===== src/rtl/spi_flash_responder_if.sv =====
`default_nettype none
// ============================================================================
// Module      : spi_flash_responder_if
// Description : SPI bus and memory fetch port bundle for the flash responder.
//               The slave side is the responder; the master side is the SPI
//               loader plus the backing memory.
// Revision    : 1.0 - initial release
// ============================================================================
interface spi_flash_responder_if #(
    parameter int ADDR_WRAP_BITS = 24
);
    logic                      nCS;
    logic                      CLK;
    logic                      MOSI;
    logic                      MISO;
    logic                      MISO_OE;
    logic [ADDR_WRAP_BITS-1:0] MEMADDR;
    logic                      MEMRD;
    logic [7:0]                MEMDATA;
    logic                      CMDERR;
    logic [7:0]                LASTCMD;

    modport slave (
        input  nCS, CLK, MOSI, MEMDATA,
        output MISO, MISO_OE, MEMADDR, MEMRD, CMDERR, LASTCMD
    );

    modport master (
        output nCS, CLK, MOSI, MEMDATA,
        input  MISO, MISO_OE, MEMADDR, MEMRD, CMDERR, LASTCMD
    );
endinterface
`default_nettype wire


===== src/rtl/spi_flash_responder.sv =====
`default_nettype none
// ============================================================================
// Module      : spi_flash_responder
// Description : W25Q32-style SPI flash stand-in. Oversamples the SPI pins on
//               MCLK, decodes READ (03), FAST READ (0B) and JEDEC ID (9F),
//               fetches bytes from a synchronous memory port and shifts them
//               out on MISO (mode 0).
// Revision    : 1.0 - initial release
// ============================================================================
module spi_flash_responder #(
    parameter int          MEM_LATENCY    = 1,
    parameter logic [23:0] JEDEC_ID       = 24'hEF4016,
    parameter int          ADDR_WRAP_BITS = 24
) (
    input  logic                 MCLK,
    input  logic                 RST,
    spi_flash_responder_if.slave bus
);

    localparam logic [7:0] OP_READ  = 8'h03;
    localparam logic [7:0] OP_FAST  = 8'h0B;
    localparam logic [7:0] OP_JEDEC = 8'h9F;

    typedef enum logic [2:0] {
        ST_IDLE   = 3'd0,
        ST_CMD    = 3'd1,
        ST_ADDR   = 3'd2,
        ST_DUMMY  = 3'd3,
        ST_DATA   = 3'd4,
        ST_ID     = 3'd5,
        ST_IGNORE = 3'd6
    } state_t;

    state_t state;
    state_t state_next;

    // Synchroniser chains; clk_sync carries one extra flop for edge detection
    logic [1:0] cs_sync;
    logic       cs_prev;
    logic [2:0] clk_sync;
    logic [1:0] mosi_sync;

    logic       cs_high;
    logic       cs_fall;
    logic       clk_rise;
    logic       clk_fall;
    logic       mosi_bit;

    logic [22:0]               shift_in;
    logic [4:0]                rx_cnt;
    logic [2:0]                tx_cnt;
    logic [7:0]                tx_shift;
    logic [7:0]                next_byte;
    logic [1:0]                id_idx;
    logic [7:0]                id_next;
    logic [7:0]                cmd_byte;
    logic [23:0]               addr_word;
    logic [MEM_LATENCY-1:0]    rd_pipe;
    logic                      rd_hit;

    logic                      tx_line;
    logic                      tx_en;
    logic [ADDR_WRAP_BITS-1:0] mem_addr;
    logic                      mem_rd;
    logic                      cmd_err;
    logic [7:0]                last_cmd;

    assign bus.MISO    = tx_line;
    assign bus.MISO_OE = tx_en;
    assign bus.MEMADDR = mem_addr;
    assign bus.MEMRD   = mem_rd;
    assign bus.CMDERR  = cmd_err;
    assign bus.LASTCMD = last_cmd;

    // Idle levels are preloaded so reset release never looks like a select
    always_ff @(posedge MCLK) begin
        if (RST) begin
            cs_sync   <= 2'b11;
            cs_prev   <= 1'b1;
            clk_sync  <= 3'b000;
            mosi_sync <= 2'b00;
        end else begin
            cs_sync   <= {cs_sync[0], bus.nCS};
            cs_prev   <= cs_sync[1];
            clk_sync  <= {clk_sync[1:0], bus.CLK};
            mosi_sync <= {mosi_sync[0], bus.MOSI};
        end
    end

    // A deasserted select masks CLK edges, so a simultaneous nCS rise wins
    assign cs_high   = cs_sync[1];
    assign cs_fall   = ~cs_sync[1] & cs_prev;
    assign clk_rise  = clk_sync[1] & ~clk_sync[2] & ~cs_high;
    assign clk_fall  = ~clk_sync[1] & clk_sync[2] & ~cs_high;
    assign mosi_bit  = mosi_sync[1];
    assign cmd_byte  = {shift_in[6:0], mosi_bit};
    assign addr_word = {shift_in, mosi_bit};

    // Read strobe delay line marking when MEMDATA is valid
    generate
        if (MEM_LATENCY == 1) begin : g_lat_one
            always_ff @(posedge MCLK) begin
                if (RST) rd_pipe <= '0;
                else     rd_pipe <= mem_rd;
            end
        end else begin : g_lat_multi
            always_ff @(posedge MCLK) begin
                if (RST) rd_pipe <= '0;
                else     rd_pipe <= {rd_pipe[MEM_LATENCY-2:0], mem_rd};
            end
        end
    endgenerate
    assign rd_hit = rd_pipe[MEM_LATENCY-1];

    // JEDEC ID byte selected by the rotating index
    always_comb begin
        id_next = JEDEC_ID[7:0];
        case (id_idx)
            2'd0:    id_next = JEDEC_ID[23:16];
            2'd1:    id_next = JEDEC_ID[15:8];
            default: id_next = JEDEC_ID[7:0];
        endcase
    end

    // State register
    always_ff @(posedge MCLK) begin
        if (RST) state <= ST_IDLE;
        else     state <= state_next;
    end

    // Next-state decode; a high select returns to IDLE from anywhere
    always_comb begin
        state_next = state;
        case (state)
            ST_IDLE: begin
                if (cs_fall) state_next = ST_CMD;
            end
            ST_CMD: begin
                if (clk_rise && rx_cnt == 5'd7) begin
                    if (cmd_byte == OP_READ || cmd_byte == OP_FAST)
                        state_next = ST_ADDR;
                    else if (cmd_byte == OP_JEDEC)
                        state_next = ST_ID;
                    else
                        state_next = ST_IGNORE;
                end
            end
            ST_ADDR: begin
                if (clk_rise && rx_cnt == 5'd23)
                    state_next = (last_cmd == OP_FAST) ? ST_DUMMY : ST_DATA;
            end
            ST_DUMMY: begin
                if (clk_rise && rx_cnt == 5'd7) state_next = ST_DATA;
            end
            default: state_next = state;
        endcase
        if (cs_high) state_next = ST_IDLE;
    end

    // Shift, count, memory fetch and MISO serialisation datapath
    always_ff @(posedge MCLK) begin
        if (RST) begin
            shift_in  <= '0;
            rx_cnt    <= '0;
            tx_cnt    <= '0;
            tx_shift  <= '0;
            next_byte <= '0;
            id_idx    <= '0;
            tx_line   <= 1'b1;
            tx_en     <= 1'b0;
            mem_addr  <= '0;
            mem_rd    <= 1'b0;
            cmd_err   <= 1'b0;
            last_cmd  <= '0;
        end else begin
            mem_rd  <= 1'b0;
            cmd_err <= 1'b0;

            // Prefetch results arriving after an abort are dropped
            if ((state == ST_DATA || state == ST_DUMMY) && rd_hit)
                next_byte <= bus.MEMDATA;

            if (state != state_next)
                rx_cnt <= '0;
            else if (clk_rise)
                rx_cnt <= rx_cnt + 5'd1;

            if (clk_rise && (state == ST_CMD || state == ST_ADDR))
                shift_in <= {shift_in[21:0], mosi_bit};

            case (state)
                ST_IDLE: begin
                    tx_line <= 1'b1;
                    tx_en   <= 1'b0;
                    tx_cnt  <= '0;
                end
                ST_CMD: begin
                    if (clk_rise && rx_cnt == 5'd7) begin
                        last_cmd <= cmd_byte;
                        if (cmd_byte == OP_JEDEC) begin
                            tx_shift <= JEDEC_ID[23:16];
                            id_idx   <= 2'd1;
                        end else if (cmd_byte != OP_READ && cmd_byte != OP_FAST) begin
                            cmd_err <= 1'b1;
                        end
                    end
                end
                ST_ADDR: begin
                    if (clk_rise && rx_cnt == 5'd23) begin
                        mem_addr <= addr_word[ADDR_WRAP_BITS-1:0];
                        mem_rd   <= 1'b1;
                    end
                end
                ST_DATA: begin
                    if (clk_fall) begin
                        tx_en  <= 1'b1;
                        tx_cnt <= tx_cnt + 3'd1;
                        if (tx_cnt == 3'd0) begin
                            // New byte: take the prefetched value, fetch the next
                            tx_line  <= next_byte[7];
                            tx_shift <= {next_byte[6:0], 1'b0};
                            mem_addr <= mem_addr + {{(ADDR_WRAP_BITS-1){1'b0}}, 1'b1};
                            mem_rd   <= 1'b1;
                        end else begin
                            tx_line  <= tx_shift[7];
                            tx_shift <= {tx_shift[6:0], 1'b0};
                        end
                    end
                end
                ST_ID: begin
                    if (clk_fall) begin
                        tx_en   <= 1'b1;
                        tx_line <= tx_shift[7];
                        tx_cnt  <= tx_cnt + 3'd1;
                        if (tx_cnt == 3'd7) begin
                            tx_shift <= id_next;
                            id_idx   <= (id_idx == 2'd2) ? 2'd0 : id_idx + 2'd1;
                        end else begin
                            tx_shift <= {tx_shift[6:0], 1'b0};
                        end
                    end
                end
                default: begin
                    tx_line <= 1'b1;
                    tx_en   <= 1'b0;
                end
            endcase

            if (cs_high) begin
                tx_line <= 1'b1;
                tx_en   <= 1'b0;
            end
        end
    end

endmodule
`default_nettype wire

===== src/flat_wrapper.sv =====
// flat-port wrapper written by rule: the top's interface ports become plain ports
module spi_flash_responder_flat 
#(
    parameter int          MEM_LATENCY    = 1,
    parameter logic [23:0] JEDEC_ID       = 24'hEF4016,
    parameter int          ADDR_WRAP_BITS = 24
)
  (MCLK, RST, bus_nCS, bus_CLK, bus_MOSI, bus_MEMDATA, bus_MISO, bus_MISO_OE, bus_MEMADDR, bus_MEMRD, bus_CMDERR, bus_LASTCMD);
  spi_flash_responder_if #(.ADDR_WRAP_BITS(ADDR_WRAP_BITS)) bus_i ();
  input  logic MCLK;
  input  logic RST;
  input wire logic [$bits(bus_i.nCS)-1:0] bus_nCS;
  input wire logic [$bits(bus_i.CLK)-1:0] bus_CLK;
  input wire logic [$bits(bus_i.MOSI)-1:0] bus_MOSI;
  input wire logic [$bits(bus_i.MEMDATA)-1:0] bus_MEMDATA;
  output wire logic [$bits(bus_i.MISO)-1:0] bus_MISO;
  output wire logic [$bits(bus_i.MISO_OE)-1:0] bus_MISO_OE;
  output wire logic [$bits(bus_i.MEMADDR)-1:0] bus_MEMADDR;
  output wire logic [$bits(bus_i.MEMRD)-1:0] bus_MEMRD;
  output wire logic [$bits(bus_i.CMDERR)-1:0] bus_CMDERR;
  output wire logic [$bits(bus_i.LASTCMD)-1:0] bus_LASTCMD;
  assign bus_i.nCS = bus_nCS;
  assign bus_i.CLK = bus_CLK;
  assign bus_i.MOSI = bus_MOSI;
  assign bus_i.MEMDATA = bus_MEMDATA;
  assign bus_MISO = bus_i.MISO;
  assign bus_MISO_OE = bus_i.MISO_OE;
  assign bus_MEMADDR = bus_i.MEMADDR;
  assign bus_MEMRD = bus_i.MEMRD;
  assign bus_CMDERR = bus_i.CMDERR;
  assign bus_LASTCMD = bus_i.LASTCMD;
  spi_flash_responder #(.MEM_LATENCY(MEM_LATENCY), .JEDEC_ID(JEDEC_ID), .ADDR_WRAP_BITS(ADDR_WRAP_BITS)) u_core (.MCLK(MCLK), .RST(RST), .bus(bus_i));
endmodule

===== config.mk =====
export PLATFORM = sky130hd
export DESIGN_NAME = spi_flash_responder_flat
export DESIGN_NICKNAME = d
export VERILOG_FILES = /design/src/rtl/spi_flash_responder_if.sv /design/src/rtl/spi_flash_responder.sv /design/src/flat_wrapper.sv
export SDC_FILE = /design/constraint.sdc
export NUM_CORES = 1
export LEC_CHECK = 0
export CAP_MARGIN = 40
export CORE_MARGIN = 5
export CORE_UTILIZATION = 51
export DETAILED_ROUTE_END_ITERATION = 7
export PLACE_DENSITY = 0.76
export SLEW_MARGIN = 15
export SYNTH_ARGS = -nofsm -noshare
export SYNTH_HDL_FRONTEND = slang
export SYNTH_SLANG_ARGS = --single-unit

===== constraint.sdc =====
create_clock -name MCLK -period 2 [get_ports MCLK]
set_clock_uncertainty 0.2 [all_clocks]
set_input_delay 0.5 -clock MCLK [delete_from_list [all_inputs] [get_ports MCLK]]
set_output_delay 0.5 -clock MCLK [all_outputs]
set_load 0.01 [all_outputs]

==> flow_metrics.env, run 1 <==
export IMPL_status="complete, but fails checks"
export IMPL_violations="negative setup slack"
export IMPL_synth_top_area_share_pct=41.2
export IMPL_crit_type="flip-flop to flip-flop"
export IMPL_hold_violations=0
export IMPL_yosys_warnings=0
export IMPL_tightest_slew_ns=0.552
export IMPL_wl_mm=13.5
export IMPL_worstPathArrival_ns=2.12
export IMPL_first_pass_iters=5
export IMPL_clkSinkCount=97
export IMPL_die_area_um2=11300
export IMPL_pre_cts_ws_ns=-0.0951
export IMPL_drc=0
export IMPL_synthToLayoutAreaGrowth_pct=32.8
export IMPL_async_flop_share_pct=0
export IMPL_setup_ws_ns=-0.0626
export IMPL_holdCritStartpoint="u_core.cs_sync[0]"
export IMPL_slew_headroom_pct=63.2
export IMPL_syn_nets=571
export IMPL_design_core_area_um2=9110
export IMPL_cpMaxStageDelayCell="dfxtp_4"
export IMPL_ios=49
export IMPL_fin_crit_sh_pct=103
export IMPL_postRouteAntennaNets=0
export IMPL_cp_data_required_time_ns=2.06
export IMPL_cts_buffers=9
export IMPL_synthTopCellsByCount="97 x dfxtp_1, 68 x nor2_1, 64 x nand2_1"
export IMPL_syn_inst=553
export IMPL_worst_path_largest_cell_delay_ns=0.39
export IMPL_chipHeight_um=106
export IMPL_finalPower_mw=3.27
export IMPL_clockBufferDepth=2
export IMPL_worstPathCellList="ha_4, nand4b_1, buf_4, nor4_4, o21ai_2, nor4b_4, buf_4, nor3_1"
export IMPL_syn_cell_area_um2=4710
export IMPL_finalSetupViolCount=5
export IMPL_grt_max_degree=51
export IMPL_min_period_ns=2.06
export IMPL_multi_input_area_um2=2740
export IMPL_die_x_um=106
export IMPL_p_per_area_nw_per_um2=522
export IMPL_maxSlewViolCount=0
export IMPL_clock_latency_ns=0.38
export IMPL_hold_path_class="flip-flop to flip-flop"
export IMPL_critPathTopFamily="simple AND/OR/NAND/NOR gates"
export IMPL_cts_htree_levels=3
export IMPL_ys_types=72
export IMPL_grt_pass1_wl_mm=20.7
export IMPL_post_drt_via_cell_ratio=6.08
export IMPL_finalWeightedCongestion=0.943
export IMPL_max_cap_viol_count=0
export IMPL_path_clk_slew_ns=0.10
export IMPL_via_count=4738
export IMPL_n_antenna_cell=0
export IMPL_synth_top_area_cell="dfxtp_1"
export IMPL_cp_max_fo=4
export IMPL_io_buffers=48
export IMPL_stdcell_area_um2=6260
export IMPL_ff_latch_area_um2=1970
export IMPL_rsz0062_at_grt="true"
export IMPL_ir_drop_mv=0.339
export IMPL_gr_total_overflow=0
export IMPL_grt_pass1_vias=4356
export IMPL_startpoint_type="flip-flop"
export IMPL_grtUsageTotal_pct=22.4
export IMPL_power_leakage_nw=2.60
export IMPL_fin_nets=681
export IMPL_wl_per_cell_um=17.4
export IMPL_crit_buf_inv=2
export IMPL_drive_gt1_share_pct=25.7
export IMPL_cts_tree="done"
export IMPL_drt_iter0_markers=454
export IMPL_crit_top_cell="buf_4"
export IMPL_timing_fmax_ghz=0.485
export IMPL_hpwl_mm=9.15
export IMPL_setup_tns_ns=-0.239
export IMPL_antenna_found_initial=0
export IMPL_ys_top_cells_by_area="dfxtp_1 41%, mux2i_1 6.8%, nor2_1 5.4%, nand2_1 5.1%, a21oi_1 4.4%"
export IMPL_rows=35
export IMPL_yosysSeqAreaShare_pct=41.2
export IMPL_synth_flop_cell="dfxtp_1"
export IMPL_end_kind="flip-flop"
export IMPL_synth_edf_count=0
export IMPL_fillers=721
export IMPL_cts_root_buf="clkbuf_8"
export IMPL_post_dp_cell_area_um2=5740
export IMPL_r2r_start="u_core.rx_cnt[1]"
export IMPL_crit_start="u_core.rx_cnt[1]"
export IMPL_ys_ff_latch=97
export IMPL_yosysMostFrequentCell="dfxtp_1"
export IMPL_initial_utilization_pct=51.7
export IMPL_syn_avg_cell_area_um2=8.52
==> state kept, by name, indices dropped and copies added (netlist names), 3 cells and up <==
| register | flops |
|---|---|
| u_core.bus.MEMADDR | 24 |
| u_core.shift_in | 23 |
| u_core.bus.LASTCMD | 8 |
| u_core.next_byte | 8 |
| u_core.tx_shift | 8 |
| u_core.rx_cnt | 5 |
| u_core.clk_sync | 3 |
| u_core.state | 3 |
| u_core.tx_cnt | 3 |
==> layout by cell type (no fill, tap or decap), types with 5 or more instances in the layout <==
| cell type | instances |
|---|---|
| nand2_1 | 62 |
| nor2b_1 | 7 |
| dlygate4sd2_1 | 24 |
| a211oi_1 | 7 |
| nand3_1 | 12 |
| buf_6 | 5 |
| o211ai_1 | 6 |
| o22ai_1 | 5 |
| buf_4 | 78 |
| dlymetal6s2s_1 | 9 |
| dfxtp_1 | 81 |
| and2_1 | 5 |
| o21ai_0 | 19 |
| nand4_1 | 15 |
| dfxtp_2 | 13 |
| a21oi_1 | 39 |
| nor3_1 | 12 |
| nor2_1 | 67 |
| and3_1 | 5 |
| clkbuf_8 | 10 |
| o31ai_1 | 5 |
| clkdlybuf4s50_1 | 14 |
| a31oi_1 | 5 |
| inv_1 | 10 |
| mux2i_1 | 31 |
==> cells by family after synthesis <==
logic type / Yosys count / synth area share, %
adder cells (fa/ha/maj): 5 / 1.33
XOR/XNOR: 5 / 0.930
flip-flops: 97 / 41.2
buffers and inverters: 47 / 4.99
AND/OR/NAND/NOR: 237 / 26.2
AO/OA/AOI/OAI: 129 / 18.3
multiplexers: 33 / 7.04
==> path summary, 6_finish.rpt <==
path | endpoint | slack, ns | cells past startpoint
max reg2reg | u_core.rx_cnt[3] | -0.06 | 8
min reg2reg | u_core.cs_sync[1] | 0.22 | 1
min | u_core.cs_sync[1] | 0.22 | 1
max | u_core.rx_cnt[3] | -0.06 | 8
==> metal layers <==
layer / up-vias / wire length (um) / GRT usage (%)
met5: - / 0 / 0
met4: 0 / 244 / 7.22
met3: 29 / 821 / 3.40
met2: 202 / 6840 / 39.0
met1: 2281 / 5620 / 28.4
li1: 2226 / - / -
==> final cells by class <==
| class | count | share of cell area [%] |
|---|---|---|
| Tap cell | 111 | 2.22 |
| Clock inverter | 4 | 0.560 |
| Sequential cell | 97 | 31.5 |
| Inverter | 10 | 0.600 |
| Clock buffer | 12 | 2.32 |
| Multi-Input combinational cell | 410 | 43.7 |
| Timing Repair Buffer | 135 | 19.1 |
==> power breakdown <==
| group | internal [mW] | switching [mW] |
|---|---|---|
| logic | 0.0490 | 0.0589 |
| clock network | 0.502 | 0.718 |
| registers | 1.93 | 0.00544 |
==> what timing repair did <==
| action | 4_1_cts | 5_1_grt |
|---|---|---|
| pin swaps | 7 | 12 |
| hold buffers | 0 | 0 |
| hold endpoints to repair | 0 | 0 |
| setup endpoints to repair | 56 | 61 |
| setup buffers | 2 | 7 |
| resized for setup | 52 | 47 |
| cloned | 0 | 2 |
==> worst register-to-register path, cell delays in order (launching register included) <==
cell	delay [ns]
dfxtp_4	0.39
ha_4	0.15
nand4b_1	0.13
buf_4	0.18
nor4_4	0.24
o21ai_2	0.13
nor4b_4	0.31
buf_4	0.17
nor3_1	0.05
==> through the flow <==
stage | hold slack (ns) | cells | utilization [%]
2_1_floorplan | 0.189 | 553 | -
3_3_place_gp | 0.202 | 752 | 63.0
3_5_place_dp | 0.194 | 752 | 63.0
4_1_cts | 0.218 | 770 | 65.8
5_1_grt | 0.233 | 779 | 68.7
6_report | 0.217 | 779 | 68.7
Note: power is estimated with default switching activity, not from simulation.
==> run 2, diff against run 1 <==
ABC_AREA = 1   (was unset)
ABC_CLOCK_PERIOD_IN_PS = 2000   (was unset)
==> flow_metrics.env, run 2 <==
export IMPL_ys_ff_latch=97
export IMPL_antenna_found_initial=0
export IMPL_holdCritStartpoint="u_core.clk_sync[0]"
export IMPL_slew_headroom_pct=73.3
export IMPL_finalWeightedCongestion=0.891
export IMPL_io_buffers=48
export IMPL_hold_path_class="flip-flop to flip-flop"
export IMPL_yosys_warnings=0
export IMPL_synth_flop_cell="dfxtp_1"
export IMPL_path_clk_slew_ns=0.11
export IMPL_grt_pass1_vias=4675
export IMPL_fin_crit_sh_pct=98.6
export IMPL_syn_nets=705
export IMPL_timing_fmax_ghz=0.507
export IMPL_gr_total_overflow=0
export IMPL_fin_nets=797
export IMPL_cts_root_buf="clkbuf_8"
export IMPL_finalSetupViolCount=0
export IMPL_post_dp_cell_area_um2=5800
export IMPL_cts_buffers=9
export IMPL_status="complete, no violations"
export IMPL_yosysMostFrequentCell="nand2_1"
export IMPL_async_flop_share_pct=0
export IMPL_die_x_um=107
export IMPL_synthToLayoutAreaGrowth_pct=27.6
export IMPL_max_cap_viol_count=0
export IMPL_synth_edf_count=0
export IMPL_clockBufferDepth=2
export IMPL_rows=35
export IMPL_crit_buf_inv=3
export IMPL_drc=0
export IMPL_power_leakage_nw=2.59
export IMPL_final_cells=912
export IMPL_grtUsageTotal_pct=23.6
export IMPL_cp_data_required_time_ns=2.10
export IMPL_hold_violations=0
export IMPL_cpMaxStageDelayCell="dfxtp_2"
export IMPL_synth_top_area_share_pct=40.1
export IMPL_rsz0062_at_grt="true"
export IMPL_postRouteAntennaNets=0
export IMPL_syn_avg_cell_area_um2=7.05
export IMPL_finalPower_mw=3.29
export IMPL_synthTopCellsByCount="122 x nand2_1, 97 x dfxtp_1, 85 x nor2_1"
export IMPL_hpwl_mm=9.84
export IMPL_wl_mm=13.7
export IMPL_first_pass_iters=5
export IMPL_worstPathArrival_ns=2.07
export IMPL_setup_tns_ns=0
export IMPL_yosysSeqAreaShare_pct=40.1
export IMPL_wl_per_cell_um=15.0
export IMPL_r2r_slack_ns=0.03
export IMPL_largest_reg_flops=24
export IMPL_crit_type="flip-flop to flip-flop"
export IMPL_reg2reg_to="u_core.rx_cnt[2]"
export IMPL_min_period_ns=1.97
export IMPL_clkSinkCount=97
export IMPL_ir_drop_mv=0.547
export IMPL_final_cell_mix="119 x nand2_1, 79 x nor2_1, 77 x dfxtp_1"
export IMPL_hold_buffers=0
export IMPL_r2r_start="u_core.rx_cnt[0]"
export IMPL_post_drt_via_cell_ratio=5.36
export IMPL_maxSlewViolCount=0
export IMPL_crit_top_cell="nand2_1"
export IMPL_n_antenna_cell=0
export IMPL_crit_start="u_core.rx_cnt[0]"
export IMPL_ys_top_cells_by_area="dfxtp_1 40%, nand2_1 9.5%, a21oi_1 7.4%, o21ai_0 6.8%, nor2_1 6.6%"
export IMPL_worstHoldEndpoint="u_core.clk_sync[1]"
export IMPL_via_count=4892
export IMPL_synth_top_area_cell="dfxtp_1"
export IMPL_clock_latency_ns=0.36
export IMPL_grt_pass1_wl_mm=22.1
export IMPL_cts_htree_levels=3
export IMPL_design_core_area_um2=9240
export IMPL_end_kind="flip-flop"
export IMPL_whs_path_depth=2
export IMPL_rr_worst_depth=13
export IMPL_syn_cell_area_um2=4840
export IMPL_grt_max_degree=52
export IMPL_worst_path_largest_cell_delay_ns=0.37
export IMPL_initial_utilization_pct=52.4
export IMPL_post_route_util_pct=66.9
export IMPL_stdcell_area_um2=6180
export IMPL_die_area_um2=11500
export IMPL_drive_gt1_share_pct=20.2
export IMPL_ios=49
export IMPL_ys_types=45
export IMPL_cp_max_fo=5
export IMPL_final_common_cell="nand2_1"
export IMPL_tightest_slew_ns=0.397
export IMPL_startpoint_type="flip-flop"
export IMPL_drt_iter0_markers=219
export IMPL_critPathTopFamily="simple AND/OR/NAND/NOR gates"
export IMPL_worstPathCellList="ha_4, nand3_1, nor2_2, buf_4, buf_4, nand2_1, nand2_1, nand2_1, inv_1, nand2_2, nand3_2, nand3_4, nor3_2"
export IMPL_p_per_area_nw_per_um2=533
export IMPL_dp_cells=892
export IMPL_cts_tree="done"
export IMPL_chipHeight_um=107
export IMPL_syn_inst=687
## run 2: cell count changes in the layout (fill, tap and decap cells not counted), moves of 12 or more
cell / before / now
nor2_1: 67 / 79
inv_1: 10 / 71
buf_4: 78 / 54
nand3_1: 12 / 27
nand2_1: 62 / 119
o21ai_0: 19 / 64
a21oi_1: 39 / 71
mux2i_1: 31 / 1
## run 2: where the power goes
part           internal, mW  switching (mW)
Sequential             1.94         0.00853
Clock                 0.490           0.713
Combinational        0.0618          0.0791
## run 2: worst max-delay path by stage
stage                             endpoint  slack (ns)  cells past startpoint
global placement          u_core.rx_cnt[0]        0.07                     11
detailed placement      u_core.tx_shift[1]      -0.008                      8
floorplan           u_core.bus.MEMADDR[14]         0.1                      8
finish                    u_core.rx_cnt[2]        0.03                     13
CTS                         bus_MEMADDR[9]      0.0009                      1
global route              u_core.rx_cnt[2]       -0.07                     13
## run 2: area by class of cell
cell class | count | area (um2)
Clock inverter | 5 | 38.8
Timing Repair Buffer | 108 | 997
Sequential cell | 97 | 1970
Multi-Input combinational cell | 481 | 2570
Clock buffer | 10 | 138
Fill cell | 785 | 3060
Tap cell | 129 | 161
Inverter | 82 | 310
## run 2: what timing repair did
item | CTS | global route
pin swaps | 0 | 13
gates resized for setup | 43 | 44
setup buffers | 0 | 5
endpoints found under the setup margin | 32 | 58
## run 2: cells by family (layout without fill, tap and decap cells)
| family | after synthesis | in the layout | synth area share, % |
|---|---|---|---|
| buffers and inverters | 109 | 205 | 9.56 |
| AND/OR/NAND/NOR | 294 | 294 | 27.7 |
| multiplexers | 1 | 1 | 0.207 |
| AO/OA/AOI/OAI | 172 | 172 | 19.5 |
| flip-flops | 97 | 97 | 40.1 |
| adder cells (fa/ha/maj) | 5 | 5 | 1.29 |
| XOR/XNOR | 9 | 9 | 1.63 |
## run 2: stage by stage
stage	hold slack [ns]	setup WS [ns]
3_3_place_gp	0.195	0.0741
6_report	0.206	0.0276
2_1_floorplan	0.188	0.0962
4_1_cts	0.213	0.000884
5_1_grt	0.224	-0.0747
3_5_place_dp	0.199	-0.00843
## run 2: routing by layer
metal	up-vias	global-route usage, %	share of wire (%)
met5	-	0	0
met4	0	8.66	2.7
met3	32	4.26	4.2
met2	128	40.4	50
met1	2293	29.6	43
li1	2439	-	-
## run 2: worst register-to-register path, delay by kind of cell, from the launching register on
| family | cells | cell delay [ns] |
|---|---|---|
| simple gates | 9 | 0.93 |
| flops | 1 | 0.37 |
| buf+inv | 3 | 0.28 |
| fa+ha+maj | 1 | 0.13 |
==> run 3, diff against run 2 <==
ABC_CLOCK_PERIOD_IN_PS = 1900   (was 2000)
CORE_UTILIZATION = 57   (was 51)
PLACE_DENSITY = 0.8   (was 0.76)
clock period = 1.9 ns   (was 2 ns; I/O delays follow)
==> flow_metrics.env, run 3 (synthesis results as in run 2) <==
export IMPL_status="complete, but fails checks"
export IMPL_violations="negative setup slack"
export IMPL_worst_path_largest_cell_delay_ns=0.37
export IMPL_crit_top_cell="nand2_2"
export IMPL_worstPathArrival_ns=2.08
export IMPL_design_core_area_um2=8260
export IMPL_power_leakage_nw=2.56
export IMPL_finalPower_mw=3.64
export IMPL_critPathTopFamily="simple AND/OR/NAND/NOR gates"
export IMPL_holdCritStartpoint="u_core.mosi_sync[0]"
export IMPL_clkSinkCount=97
export IMPL_wl_per_cell_um=16.0
export IMPL_die_area_um2=10400
export IMPL_final_common_cell="nand2_1"
export IMPL_grtUsageTotal_pct=26.8
export IMPL_cts_tree="done"
export IMPL_reg2reg_to="u_core.rx_cnt[2]"
export IMPL_hold_path_class="flip-flop to flip-flop"
export IMPL_timing_fmax_ghz=0.505
export IMPL_cts_htree_levels=3
export IMPL_fin_crit_sh_pct=104
export IMPL_drive_gt1_share_pct=24.2
export IMPL_antenna_found_initial=0
export IMPL_cp_data_required_time_ns=2.00
export IMPL_clockBufferDepth=2
export IMPL_gr_total_overflow=0
export IMPL_grt_pass1_vias=4776
export IMPL_initial_utilization_pct=58.7
export IMPL_setup_ws_ns=-0.0812
export IMPL_rows=33
export IMPL_wl_mm=14.4
export IMPL_stdcell_area_um2=6350
export IMPL_drc=0
export IMPL_grt_max_degree=35
export IMPL_post_drt_via_cell_ratio=5.65
export IMPL_chipHeight_um=102
export IMPL_fillers=614
export IMPL_whs_path_depth=2
export IMPL_rr_worst_depth=12
export IMPL_worstPathCellList="ha_4, nand4_1, buf_4, inv_2, nand2_1, nor2_1, nor2_1, nand2_2, nand2_2, nand2_2, nand3_4, nor3_2"
export IMPL_end_kind="flip-flop"
export IMPL_final_cell_mix="114 x nand2_1, 75 x nor2_1, 70 x inv_1, 70 x dfxtp_1, 69 x a21oi_1"
export IMPL_hpwl_mm=9.73
export IMPL_ios=49
export IMPL_die_x_um=102
export IMPL_hold_buffers=0
export IMPL_clock_latency_ns=0.37
export IMPL_cp_max_fo=5
export IMPL_maxSlewViolCount=0
export IMPL_first_pass_iters=6
export IMPL_multi_input_area_um2=2670
export IMPL_ff_latch_area_um2=1980
export IMPL_synthToLayoutAreaGrowth_pct=31.1
export IMPL_crit_type="flip-flop to flip-flop"
export IMPL_via_count=5072
export IMPL_final_cells=898
export IMPL_rsz0062_at_grt="true"
export IMPL_post_dp_cell_area_um2=5750
export IMPL_r2r_slack_ns=-0.08
export IMPL_dp_cells=865
export IMPL_n_antenna_cell=0
export IMPL_crit_buf_inv=2
export IMPL_r2r_start="u_core.rx_cnt[0]"
export IMPL_cts_root_buf="clkbuf_8"
export IMPL_ir_drop_mv=0.436
export IMPL_grt_pass1_wl_mm=22.4
export IMPL_drt_iter0_markers=435
export IMPL_worstHoldEndpoint="u_core.mosi_sync[1]"
export IMPL_finalSetupViolCount=8
export IMPL_min_period_ns=1.98
export IMPL_largest_reg_flops=24
export IMPL_p_per_area_nw_per_um2=573
export IMPL_tightest_slew_ns=0.382
export IMPL_pre_cts_ws_ns=-0.150
export IMPL_hold_violations=0
export IMPL_startpoint_type="flip-flop"
export IMPL_finalWeightedCongestion=0.922
export IMPL_fin_nets=806
export IMPL_slew_headroom_pct=74.3
export IMPL_cts_buffers=9
export IMPL_io_buffers=48
export IMPL_cpMaxStageDelayCell="dfxtp_2"
export IMPL_path_clk_slew_ns=0.10
export IMPL_postRouteAntennaNets=0
export IMPL_max_cap_viol_count=0
-- run 3: changes by cell type in the layout (fill, tap and decap cells not counted), moves of 3 or more --
cell             change
nand2_2              +3
clkdlybuf4s50_1      -3
nor2_1               -4
nand3_1              -3
dlygate4sd2_1       +14
buf_4                +3
o21ai_0              -9
buf_6                +5
nor2_4               +3
dfxtp_2              +8
dfxtp_1              -7
dlymetal6s2s_1      -11
o21ai_1             +10
nand2_1              -5
-- run 3: per-stage QoR --
| stage | TNS [ns] | hold WS, ns | util (%) |
|---|---|---|---|
| after CTS | 0 | 0.210 | 73.1 |
| after global routing | -2.52 | 0.225 | 76.9 |
| after global placement | -0.325 | 0.196 | 69.6 |
| after floorplan | 0 | 0.188 | - |
| final | -0.291 | 0.207 | 76.9 |
| after detailed placement | -1.66 | 0.195 | 69.6 |
-- run 3: worst max-delay path by stage --
stage                          startpoint                endpoint  cells after the start  slack (ns)
floorplan           u_core.bus.MEMADDR[0]  u_core.bus.MEMADDR[14]                      8        0.05
global placement         u_core.rx_cnt[0]      u_core.tx_shift[2]                      8       -0.05
detailed placement       u_core.rx_cnt[0]      u_core.tx_shift[1]                      8       -0.15
CTS                      u_core.rx_cnt[1]   u_core.bus.LASTCMD[5]                     10       0.006
global route             u_core.rx_cnt[0]        u_core.rx_cnt[2]                     12       -0.19
finish                   u_core.rx_cnt[0]        u_core.rx_cnt[2]                     12       -0.08
-- run 3: cell type report --
cell class / count / share of cell area (%)
tap: 105 / 2.07
multi-input combinational: 481 / 42.0
timing repair buffer: 117 / 16.5
clock buffer: 9 / 1.95
clock inverter: 7 / 1.28
sequential: 97 / 31.1
inverter: 82 / 5.00
-- run 3: metal layers --
| metal | global-route usage [%] | up-vias | routed length [um] | part of all wire, % |
|---|---|---|---|---|
| li1 | - | 2469 | - | - |
| met1 | 33.6 | 2340 | 5890 | 41 |
| met2 | 46.8 | 214 | 7210 | 50 |
| met3 | 3.48 | 49 | 825 | 5.7 |
| met4 | 10.4 | 0 | 457 | 3.2 |
| met5 | 0 | - | 0 | 0 |
-- run 3: tightest hold or removal path: stages, from the launching register on --
cell,delay [ns]
dfxtp_1,0.31
inv_1,0.04
nor2_1,0.03
-- run 3: where the power goes --
group          switching, mW  internal, mW
sequential            0.0109          2.05
clock                  0.790         0.633
combinational         0.0867        0.0708
-- run 3: repair_timing --
| item | 4_1_cts | 5_1_grt |
|---|---|---|
| buffers inserted | 5 | 13 |
| pin swaps | 7 | 21 |
| gates resized for setup | 71 | 70 |
| hold endpoints to repair | 0 | 0 |
| setup endpoints to repair | 54 | 62 |
